## config.mk

```make
export PLATFORM = sky130hd
export DESIGN_NAME = io_input_ctrl_flat
export DESIGN_NICKNAME = d
export VERILOG_FILES = /design/src/rtl/io_input_ctrl_if.sv /design/src/rtl/io_input_ctrl.sv /design/src/flat_wrapper.sv
export SDC_FILE = /design/constraint.sdc
export NUM_CORES = 1
export LEC_CHECK = 0
export ABC_AREA = 1
export CORE_ASPECT_RATIO = 0.75
export CORE_UTILIZATION = 58
export CTS_BUF_LIST = sky130_fd_sc_hd__clkbuf_4 sky130_fd_sc_hd__clkbuf_8
export DETAILED_ROUTE_END_ITERATION = 8
export GPL_TIMING_DRIVEN = 1
export PLACE_DENSITY_LB_ADDON = 0.25
export SKIP_CTS_REPAIR_TIMING = 1
export SYNTH_ARGS = -nofsm -noshare
export SYNTH_HDL_FRONTEND = slang
export SYNTH_SLANG_ARGS = --single-unit
```

## constraint.sdc

```tcl
create_clock -name i_clk -period 4.6 [get_ports i_clk]
set_input_delay 0.46 -clock i_clk [delete_from_list [all_inputs] [get_ports i_clk]]
set_output_delay 0.46 -clock i_clk [all_outputs]
set_load 0.03 [all_outputs]
```

## src/rtl/io_input_ctrl_if.sv

```systemverilog
// Load/store bus between the LSU IO decode and the input peripheral.
// The LSU is the master; the peripheral answers with combinational hit/read data.
interface io_input_ctrl_if;
  logic        i_re;
  logic        i_we;
  logic [31:0] i_addr;
  logic [31:0] i_wdata;
  logic [31:0] o_rdata;
  logic        o_hit;

  modport master (
    output i_re, i_we, i_addr, i_wdata,
    input  o_rdata, o_hit
  );

  modport slave (
    input  i_re, i_we, i_addr, i_wdata,
    output o_rdata, o_hit
  );
endinterface

```

## src/rtl/io_input_ctrl.sv

```systemverilog
// Switch/button input peripheral: 2-flop sync, debounce, sticky W1C edge events
// with a maskable registered interrupt, and a combinational 4-register read port.
module io_input_ctrl #(
  parameter logic [31:0] BASE_ADDR       = 32'h1001_0000,
  parameter int          DEBOUNCE_CYCLES = 16
) (
  input  logic          i_clk,
  input  logic          rst,
  io_input_ctrl_if.slave bus,
  input  logic [31:0]   i_io_sw,
  input  logic [3:0]    i_io_btn,
  output logic          o_irq
);

  localparam int            CW      = $clog2(DEBOUNCE_CYCLES);
  localparam logic [CW-1:0] CNT_MAX = CW'(DEBOUNCE_CYCLES - 1);
  localparam logic [CW-1:0] CNT_ONE = CW'(1);

  logic [31:0]         sw_sync_p0, sw_sync_p1, sw_prev, sw_stable, sw_stable_nxt;
  logic [CW-1:0]       sw_cnt, sw_cnt_nxt;
  logic [3:0]          btn_sync_p0, btn_sync_p1, btn_lvl, btn_stable, btn_stable_nxt;
  logic [3:0][CW-1:0]  btn_cnt, btn_cnt_nxt;
  logic [7:0]          evt, evt_set, evt_clr, evt_nxt, irq_en;
  logic [29:0]         off;
  logic [1:0]          sel;
  logic                wr;
  logic                unused_bits;

  // Window decode on word addresses so a base that is not 16-byte aligned still works
  assign off         = bus.i_addr[31:2] - BASE_ADDR[31:2];
  assign bus.o_hit   = (off[29:2] == 28'h0);
  assign sel         = off[1:0];
  assign wr          = bus.i_we && bus.o_hit;
  assign unused_bits = ^{bus.i_addr[1:0], bus.i_wdata[31:8]};

  always_comb begin
    bus.o_rdata = 32'h0;
    if (bus.i_re && bus.o_hit) begin
      case (sel)
        2'd0:    bus.o_rdata = sw_stable;
        2'd1:    bus.o_rdata = {28'h0, btn_stable};
        2'd2:    bus.o_rdata = {24'h0, evt};
        default: bus.o_rdata = {24'h0, irq_en};
      endcase
    end
  end

  assign btn_lvl = ~btn_sync_p1;

  always_comb begin
    btn_stable_nxt = btn_stable;
    btn_cnt_nxt    = '0;
    for (int i = 0; i < 4; i++) begin
      if (btn_lvl[i] != btn_stable[i]) begin
        if (btn_cnt[i] == CNT_MAX) btn_stable_nxt[i] = btn_lvl[i];
        else                       btn_cnt_nxt[i]    = btn_cnt[i] + CNT_ONE;
      end
    end
  end

  // The shared switch counter only advances while the synced vector holds still
  always_comb begin
    sw_stable_nxt = sw_stable;
    sw_cnt_nxt    = '0;
    if ((sw_sync_p1 != sw_stable) && (sw_sync_p1 == sw_prev)) begin
      if (sw_cnt == CNT_MAX) sw_stable_nxt = sw_sync_p1;
      else                   sw_cnt_nxt    = sw_cnt + CNT_ONE;
    end
  end

  // A newly detected edge outranks a same-cycle W1C clear of that bit
  always_comb begin
    evt_set = {btn_stable & ~btn_stable_nxt, ~btn_stable & btn_stable_nxt};
    evt_clr = (wr && (sel == 2'd2)) ? bus.i_wdata[7:0] : 8'h0;
    evt_nxt = (evt & ~evt_clr) | evt_set;
  end

  always_ff @(posedge i_clk) begin
    if (!rst) begin
      sw_sync_p0  <= '0;
      sw_sync_p1  <= '0;
      sw_prev     <= '0;
      sw_stable   <= '0;
      sw_cnt      <= '0;
      btn_sync_p0 <= '1;
      btn_sync_p1 <= '1;
      btn_stable  <= '0;
      btn_cnt     <= '0;
      evt         <= '0;
      irq_en      <= '0;
      o_irq       <= 1'b0;
    end else begin
      sw_sync_p0  <= i_io_sw;
      sw_sync_p1  <= sw_sync_p0;
      sw_prev     <= sw_sync_p1;
      sw_stable   <= sw_stable_nxt;
      sw_cnt      <= sw_cnt_nxt;
      btn_sync_p0 <= i_io_btn;
      btn_sync_p1 <= btn_sync_p0;
      btn_stable  <= btn_stable_nxt;
      btn_cnt     <= btn_cnt_nxt;
      evt         <= evt_nxt;
      if (wr && (sel == 2'd3)) irq_en <= bus.i_wdata[7:0];
      o_irq       <= |(evt & irq_en);
    end
  end

endmodule

```

## src/flat_wrapper.sv

```systemverilog
// flat-port wrapper written by rule: the top's interface ports become plain ports
module io_input_ctrl_flat 
#(
  parameter logic [31:0] BASE_ADDR       = 32'h1001_0000,
  parameter int          DEBOUNCE_CYCLES = 16
)
  (i_clk, rst, i_io_sw, i_io_btn, o_irq, bus_i_re, bus_i_we, bus_i_addr, bus_i_wdata, bus_o_rdata, bus_o_hit);
  io_input_ctrl_if bus_i ();
  input  logic i_clk;
  input  logic rst;
  input  logic [31:0] i_io_sw;
  input  logic [3:0] i_io_btn;
  output logic o_irq;
  input wire logic [$bits(bus_i.i_re)-1:0] bus_i_re;
  input wire logic [$bits(bus_i.i_we)-1:0] bus_i_we;
  input wire logic [$bits(bus_i.i_addr)-1:0] bus_i_addr;
  input wire logic [$bits(bus_i.i_wdata)-1:0] bus_i_wdata;
  output wire logic [$bits(bus_i.o_rdata)-1:0] bus_o_rdata;
  output wire logic [$bits(bus_i.o_hit)-1:0] bus_o_hit;
  assign bus_i.i_re = bus_i_re;
  assign bus_i.i_we = bus_i_we;
  assign bus_i.i_addr = bus_i_addr;
  assign bus_i.i_wdata = bus_i_wdata;
  assign bus_o_rdata = bus_i.o_rdata;
  assign bus_o_hit = bus_i.o_hit;
  io_input_ctrl #(.BASE_ADDR(BASE_ADDR), .DEBOUNCE_CYCLES(DEBOUNCE_CYCLES)) u_core (.i_clk(i_clk), .rst(rst), .bus(bus_i), .i_io_sw(i_io_sw), .i_io_btn(i_io_btn), .o_irq(o_irq));
endmodule
```

# Word level (Yosys, flattened, before mapping)

Cells that the tools add are included.
W data, S select, Z words.

Reduce and logical (&&, ||, !) cells: 14
Eq/ne operators: 14
Muxes and demuxes: 11
Add/sub/neg operators: 6
Bitwise operators: 15

Operator list:

| kind                     | number |
|---|---|
| $pmux W32 S3             | 1 |
| $eq A32 B32 Y1           | 1 |
| $mux W32                 | 1 |
| $ne A32 B32 Y1           | 1 |
| $sub A30 B27 Y30 const B | 1 |
| $logic_not A28 Y1        | 1 |
| $add A4 B1 Y4 const B    | 5 |
| $eq A4 B4 Y1 const B     | 5 |
| $and A8 B8 Y8            | 2 |
| $reduce_or A3 Y1         | 5 |
| $not A4 Y4               | 3 |
| $and A4 B4 Y4            | 2 |
| $mux W1                  | 8 |
| $mux W8                  | 1 |
| $not A8 Y8               | 1 |
| $or A8 B8 Y8             | 1 |
| $reduce_or A8 Y1         | 1 |
| $not A1 Y1               | 6 |
| $logic_and A1 B1 Y1      | 5 |
| $eq A2 B2 Y1 const B     | 2 |
| $ne A1 B1 Y1             | 4 |
| $eq A2 B1 Y1 const B     | 1 |
| $logic_not A2 Y1         | 1 |
| $reduce_and A2 Y1        | 1 |

Input port bits: 104
Output and inout bits: 34
Word-level logic and storage cells: 75
Bits in registers: 177

# Depth between registers and ports, before layout

Gate-level depths: netlist of run 1.

Depth after elaboration: 8
Mapped depth: 13
Depth with buffers taken out: 12

# Worst setup path before layout of run 1

No wires, ideal clock.

Path kind: input -> output
From: input bus_i_addr[18]
To: output bus_o_rdata[31]
Buffers on the path: 1
Cell stages on the path: 10
Path slack: 2,076 ps
Arrival: 2,064 ps
Cells stage by stage: nor2_2 > nand2_1 > nor2_1 > nor2_1 > nor2_1 > nand2_1 > nor2_2 > buf_4 > nand2_2 > nor3_1

Longest elaborated chain between the ends: 4

RTL lines:

| item                | line                | source |
|---|---|---|
| from (decl)         | flat_wrapper.sv:16  | `input wire logic [$bits(bus_i.i_addr)-1:0] bus_i_addr;` |
| $sub A30 B27 Y30    | io_input_ctrl.sv:30 | `assign off = bus.i_addr[31:2] - BASE_ADDR[31:2];` |
| $logic_not A28 Y1   | io_input_ctrl.sv:31 | `assign bus.o_hit = (off[29:2] == 28'h0);` |
| named net bus_o_hit | flat_wrapper.sv:19  | `output wire logic [$bits(bus_i.o_hit)-1:0] bus_o_hit;` |
| $logic_and A1 B1 Y1 | io_input_ctrl.sv:38 | `if (bus.i_re && bus.o_hit) begin` |
| $mux W32            | io_input_ctrl.sv:38 |  |
| to (decl)           | flat_wrapper.sv:18  | `output wire logic [$bits(bus_i.o_rdata)-1:0] bus_o_rdata;` |

The timed path passes the listed nets, and every way through them passes these cells.

# Worst setup path after layout of run 1

From: input bus_i_addr[26]
To: output bus_o_rdata[29]

Longest elaborated chain between the ends: 4

RTL lines:

| item                | line |
|---|---|
| $sub A30 B27 Y30    | io_input_ctrl.sv:30 |
| $logic_not A28 Y1   | io_input_ctrl.sv:31 |
| $logic_and A1 B1 Y1 | io_input_ctrl.sv:38 |
| $mux W32            | io_input_ctrl.sv:38 |

No other way between the ends.

==> results.py, run 1 <==
metrics = {
    "drt": {
        "drtIter0Drc": 322,
        "ant_nets": 0,
        "routed-via-count": 6031,
        "wire_per_inst_um": 10.7,
        "vias_per_cell": 4.59,
        "routed_wl_um": 14100,
        "drc_errors": 0,
        "dr.pass1.iters": 4,
    },
    "critical_path": {
        "crit_fanout": 32,
        "crit_required_ns": 4.14,
        "endpoint_kind": "output port",
        "criticalPathCategory": "in -> out",
        "cp-start-kind": "input port",
        "arrival_ns": 3.03,
    },
    "layout": {
        "post-route-util_pct": 72.6,
        "synthToLayoutAreaGrowth_pct": 20.7,
        "multi_input_area_um2": 3080,
        "final_cells": 1313,
        "drive_gt1_share_pct": 7.06,
        "final_cell_area_um2": 9030,
        "seq_area_um2": 3540,
        "fillCellCount": 998,
        "n_antenna_cell": 0,
        "num-nets-final": 1243,
    },
    "pwr": {
        "power_leakage_nw": 4.58,
        "ir_drop_uv": 243,
        "powerDensity_nw_per_um2": 310,
        "power_mw": 2.80,
    },
    "die": {
        "core_area_um2": 12400,
        "fp-row-count": 35,
        "io_pins": 138,
        "start_util_pct": 60.2,
        "die_area_um2": 13400,
        "die_y_um": 100,
        "die_w_um": 133,
    },
    "sta": {
        "hold_viol": 0,
        "maxSlewViolCount": 0,
        "tightest_slew_ns": 0.800,
        "setup_slack_ns": 1.11,
        "slew_headroom_pct": 46.6,
        "timing.hold.ws_ns": 0.419,
        "fin_worst_skew_ns": 0.0128,
        "fmax_mhz": 287,
        "rsz0062_at_grt": "no",
        "setup_viol": 0,
        "timing.setup.tns_ns": 0,
        "min_period_ns": 3.49,
        "min_period_over_period_pct": 75.8,
    },
    "cts": {
        "clkTransAtPathRegs_ns": 0.09,
        "root_buffer": "clkbuf_8",
        "clk_latency_ns": 0.45,
        "clock_sinks": 177,
        "cts_max_path_buffers": 2,
        "h-tree-depth": 4,
        "cts_made_buffers": 17,
        "cts_tree": "yes",
    },
    "global_route": {
        "antenna_found_initial": 0,
        "grt_start_max_net_pins": 81,
        "grt.overflow.total": 0,
        "grt_pass1_vias": 5601,
        "grt_pass1_wl_um": 23900,
        "grt_usage_pct": 22.3,
    },
    "placed_design": {
        "gp_congestion": 0.866,
        "place_hpwl_um": 9590,
        "portBuffers": 111,
        "pre_cts_ws_ns": 1.11,
        "placed_cell_area_um2": 8660,
        "dpl.cell_count": 1281,
    },
    "outcome": {
        "status": "completed",
    },
    "yosys": {
        "ys_types": 35,
        "synthCells": 1033,
        "synth_ff_type": "dfxtp_1",
        "syn_area_per_cell_um2": 7.24,
        "ys_warn_count": 0,
        "synth_edf_count": 0,
        "yosysTopAreaCell": "dfxtp_1",
        "synthesis.area_um2": 7480,
        "async_reset_ff_share_pct": 0,
        "yosysMostFrequentCell": "nand2_1",
        "netlist_top_cells_area": "dfxtp_1 (47%), nand2_1 (15%), inv_1 (9.1%)",
        "synth_common_cells": "nand2_1 (294), inv_1 (181), dfxtp_1 (177), nor2_1 (165), xor2_1 (30)",
        "syn_nets": 1142,
        "seq_area_frac_synth_pct": 47.4,
        "ys_seq_elements": 177,
        "synth_top_area_share_pct": 47.4,
    },
    "hold_path": {
        "min_path_type": "reg -> reg",
    },
    "flow_run": {
        "maxCapViolCount": 0,
    },
}
where the power goes:
part / total [mW] / internal, mW / leakage, nW / switching [mW]
Clock: 1.01 / 0.402 / 0.191 / 0.608
Sequential: 1.59 / 1.57 / 1.44 / 0.0242
Combinational: 0.200 / 0.102 / 2.94 / 0.0983
Total: 2.80 / 2.07 / 4.58 / 0.730
cell families (layout without fill, tap and decap cells):
group	count (synthesis)	after routing	synth area share (%)
AOI/OAI and AO/OA	34	34	2.74
xor gates and xnor gates	52	52	6.09
adders and majority gates	5	5	0.836
buffers and inverters	216	330	11.5
DFF	177	177	47.4
and+or+nand+nor	549	549	31.5
worst max-delay path, stage by stage:
cell and delay (ns):
clkdlybuf4s50_1 0.43, nor2_1 0.21, inv_1 0.07, nor2_1 0.10
nand2_1 0.06, nor2_1 0.09, nand2_1 0.06, nor2_2 0.09
buf_4 0.18, nand2_2 0.05, buf_4 0.28, nor3_2 0.22
clkdlybuf4s50_1 0.71
sequential cells by signal (all words and copies together) (netlist names), 8 cells and up:
| register | flops |
|---|---|
| u_core.sw_prev | 32 |
| u_core.sw_sync_p1 | 32 |
| u_core.btn_cnt | 16 |
| u_core.sw_stable | 32 |
| u_core.sw_sync_p0 | 32 |
| u_core.evt | 8 |
| u_core.irq_en | 8 |
per-layer routing:
metal  wire, µm  up-vias  track usage, %
li1           -     3254               -
met1       6740     2656            27.7
met2       6560      106            38.4
met3        600       15            5.15
met4        157        0            7.78
met5          0        -               0
layout by cell type (no fill, tap or decap), types with 4 or more instances in the layout:
cell type,Yosys,layout
nor2_1,165,165
clkdlybuf4s50_1,0,110
a31oi_1,4,4
or2_2,14,14
nand4_1,17,17
inv_6,0,7
inv_1,181,181
dfxtp_1,177,177
nor3_2,22,22
buf_4,3,5
nand3_1,22,22
clkbuf_8,0,17
a21oi_1,19,19
xor2_1,30,30
ha_1,5,5
nor3_1,4,4
xnor2_1,22,22
nand2_1,294,294
worst paths after layout:
kind                            depth (start not counted)  slack [ns]              endpoint                  start
worst min register to register                          2        0.42  u_core.sw_sync_p1[6]   u_core.sw_sync_p0[6]
worst max register to register                         12        2.30  u_core.sw_stable[21]  u_core.sw_sync_p1[22]
worst min-delay path                                    2        0.42  u_core.sw_sync_p1[6]   u_core.sw_sync_p0[6]
worst max-delay path                                   13        1.11       bus_o_rdata[29]         bus_i_addr[26]
final cells by class:
type                            count  share of cell area (%)
Sequential cell                   177                    39.2
Multi-Input combinational cell    640                    34.1
Timing Repair Buffer              115                    12.6
Inverter                          183                    7.60
Clock buffer                       17                    2.59
Tap cell                          166                    2.30
Clock inverter                     15                    1.57
(Power assumes the default switching activity.)
==> run 2, diff against run 1 <==
CORE_UTILIZATION = 54   (was 58)
clock period = 3.5 ns   (was 4.6 ns; I/O delays follow)
==> run 2 against run 1 <==
Effect of this change:
- die area rose by 7.3%
- core utilization fell by 5.0 points
- first-iteration DRC count fell by 6.5%
- critical path type unchanged
- sequential share of layout area up 0.33 points
- sequential power up 31%
- via count shrank 0.23%
- design area down 0.84%
- wire length is 1.4% higher
- largest power group unchanged
- worst hold slack got worse by 0.020 ns
- largest cell class unchanged
- global-route usage shrank 1.2 points
==> results.py, run 2 (same netlist as run 1, synthesis figures left out) <==
metrics = {
    "drt": {
        "wire_per_inst_um": 10.8,
        "routed_wl_um": 14300,
        "drtIter0Drc": 301,
        "ant_nets": 0,
        "routed-via-count": 6017,
        "dr.pass1.iters": 4,
        "vias_per_cell": 4.56,
        "drc_errors": 0,
    },
    "layout": {
        "seq_area_um2": 3540,
        "multi_input_area_um2": 3080,
        "final_cell_mix": "nand2_1 (294), inv_1 (181), dfxtp_1 (177)",
        "num-nets-final": 1245,
        "fillCellCount": 1129,
        "drive_gt1_share_pct": 10.0,
        "final_common_cell": "nand2_1",
        "final_cell_area_um2": 8960,
        "n_antenna_cell": 0,
        "synthToLayoutAreaGrowth_pct": 19.7,
    },
    "global_route": {
        "grt_pass1_vias": 5482,
        "grt_start_max_net_pins": 74,
        "antenna_found_initial": 0,
        "grt.overflow.total": 0,
        "grt_usage_pct": 21.2,
        "grt_pass1_wl_um": 23900,
    },
    "critical_path": {
        "cp-start-kind": "input port",
        "arrival_ns": 2.44,
        "endpoint_kind": "output port",
        "criticalPathCategory": "in -> out",
        "crit_required_ns": 3.15,
        "crit_fanout": 32,
    },
    "die": {
        "die_w_um": 138,
        "core_area_um2": 13200,
        "die_area_um2": 14300,
        "fp-row-count": 36,
        "die_y_um": 104,
        "start_util_pct": 56.5,
        "io_pins": 138,
    },
    "outcome": {
        "status": "completed",
    },
    "sta": {
        "min_period_ns": 2.79,
        "timing.setup.tns_ns": 0,
        "hold_viol": 0,
        "timing.hold.ws_ns": 0.399,
        "fin_worst_skew_ns": 0.0159,
        "maxSlewViolCount": 0,
        "slew_headroom_pct": 49.9,
        "tightest_slew_ns": 0.751,
        "setup_viol": 0,
        "fmax_mhz": 359,
        "rsz0062_at_grt": "no",
        "min_period_over_period_pct": 79.6,
    },
    "cts": {
        "root_buffer": "clkbuf_8",
        "cts_max_path_buffers": 2,
        "clkTransAtPathRegs_ns": 0.10,
        "cts_tree": "yes",
        "h-tree-depth": 4,
        "cts_made_buffers": 17,
        "clock_sinks": 177,
        "clk_latency_ns": 0.46,
    },
    "pwr": {
        "powerDensity_nw_per_um2": 406,
        "power_leakage_nw": 4.64,
        "power_mw": 3.64,
        "ir_drop_uv": 287,
    },
    "placed_design": {
        "gp_congestion": 0.856,
        "place_hpwl_um": 9910,
        "placed_cell_area_um2": 8600,
        "portBuffers": 111,
    },
    "flow_run": {
        "maxCapViolCount": 0,
    },
    "hold_path": {
        "min_path_type": "in -> reg",
    },
}
[run 2: final timing paths]
path                                            start               endpoint  slack (ns)  depth (start not counted)
worst min-delay path                      i_io_sw[25]  u_core.sw_sync_p0[25]        0.40                          3
worst min register to register  u_core.sw_sync_p0[29]  u_core.sw_sync_p1[29]        0.42                          2
worst max-delay path                   bus_i_addr[17]         bus_o_rdata[6]        0.71                         13
worst max register to register   u_core.sw_sync_p1[1]   u_core.sw_stable[31]        1.23                         10
[run 2: area by class of cell]
type | count | area share [%]
Clock buffer | 17 | 2.61
Sequential cell | 177 | 39.6
Multi-Input combinational cell | 640 | 34.4
Tap cell | 171 | 2.39
Inverter | 183 | 7.67
Clock inverter | 15 | 1.38
Timing Repair Buffer | 117 | 12.0
[run 2: critical path, cell delays in order]
cell and delay, ns:
clkdlybuf4s50_1 0.42, nor2_1 0.21, nand2_1 0.08, nor2_1 0.14, nor2_1 0.05, nor2_1 0.08, nand2_1 0.07, nor2_2 0.09
buf_4 0.18, nand2_2 0.05, buf_4 0.28, a31oi_1 0.24, buf_4 0.20
[run 2: report_power, final]
group          internal [mW]  leakage [nW]  switching (mW)
logic                  0.135          3.02           0.129
registers               2.06          1.44          0.0320
clock network          0.510         0.180           0.769
[run 2: stage by stage]
stage                     setup WS (ns)  std cells  util (%)
final                             0.713       1320      67.6
after CTS                         0.712       1320      67.6
after detailed placement          0.722       1288      64.9
after global routing              0.534       1320      67.6
after global placement            0.727       1288      64.9
after floorplan                    1.20       1033         -
[run 2: layer usage]
layer | vias up | track usage [%] | part of all wire, %
li1 | 3258 | - | -
met1 | 2634 | 26.8 | 48
met2 | 106 | 34.2 | 46
met3 | 19 | 6.09 | 4.3
met4 | 0 | 6.99 | 1.7
met5 | - | 0 | 0
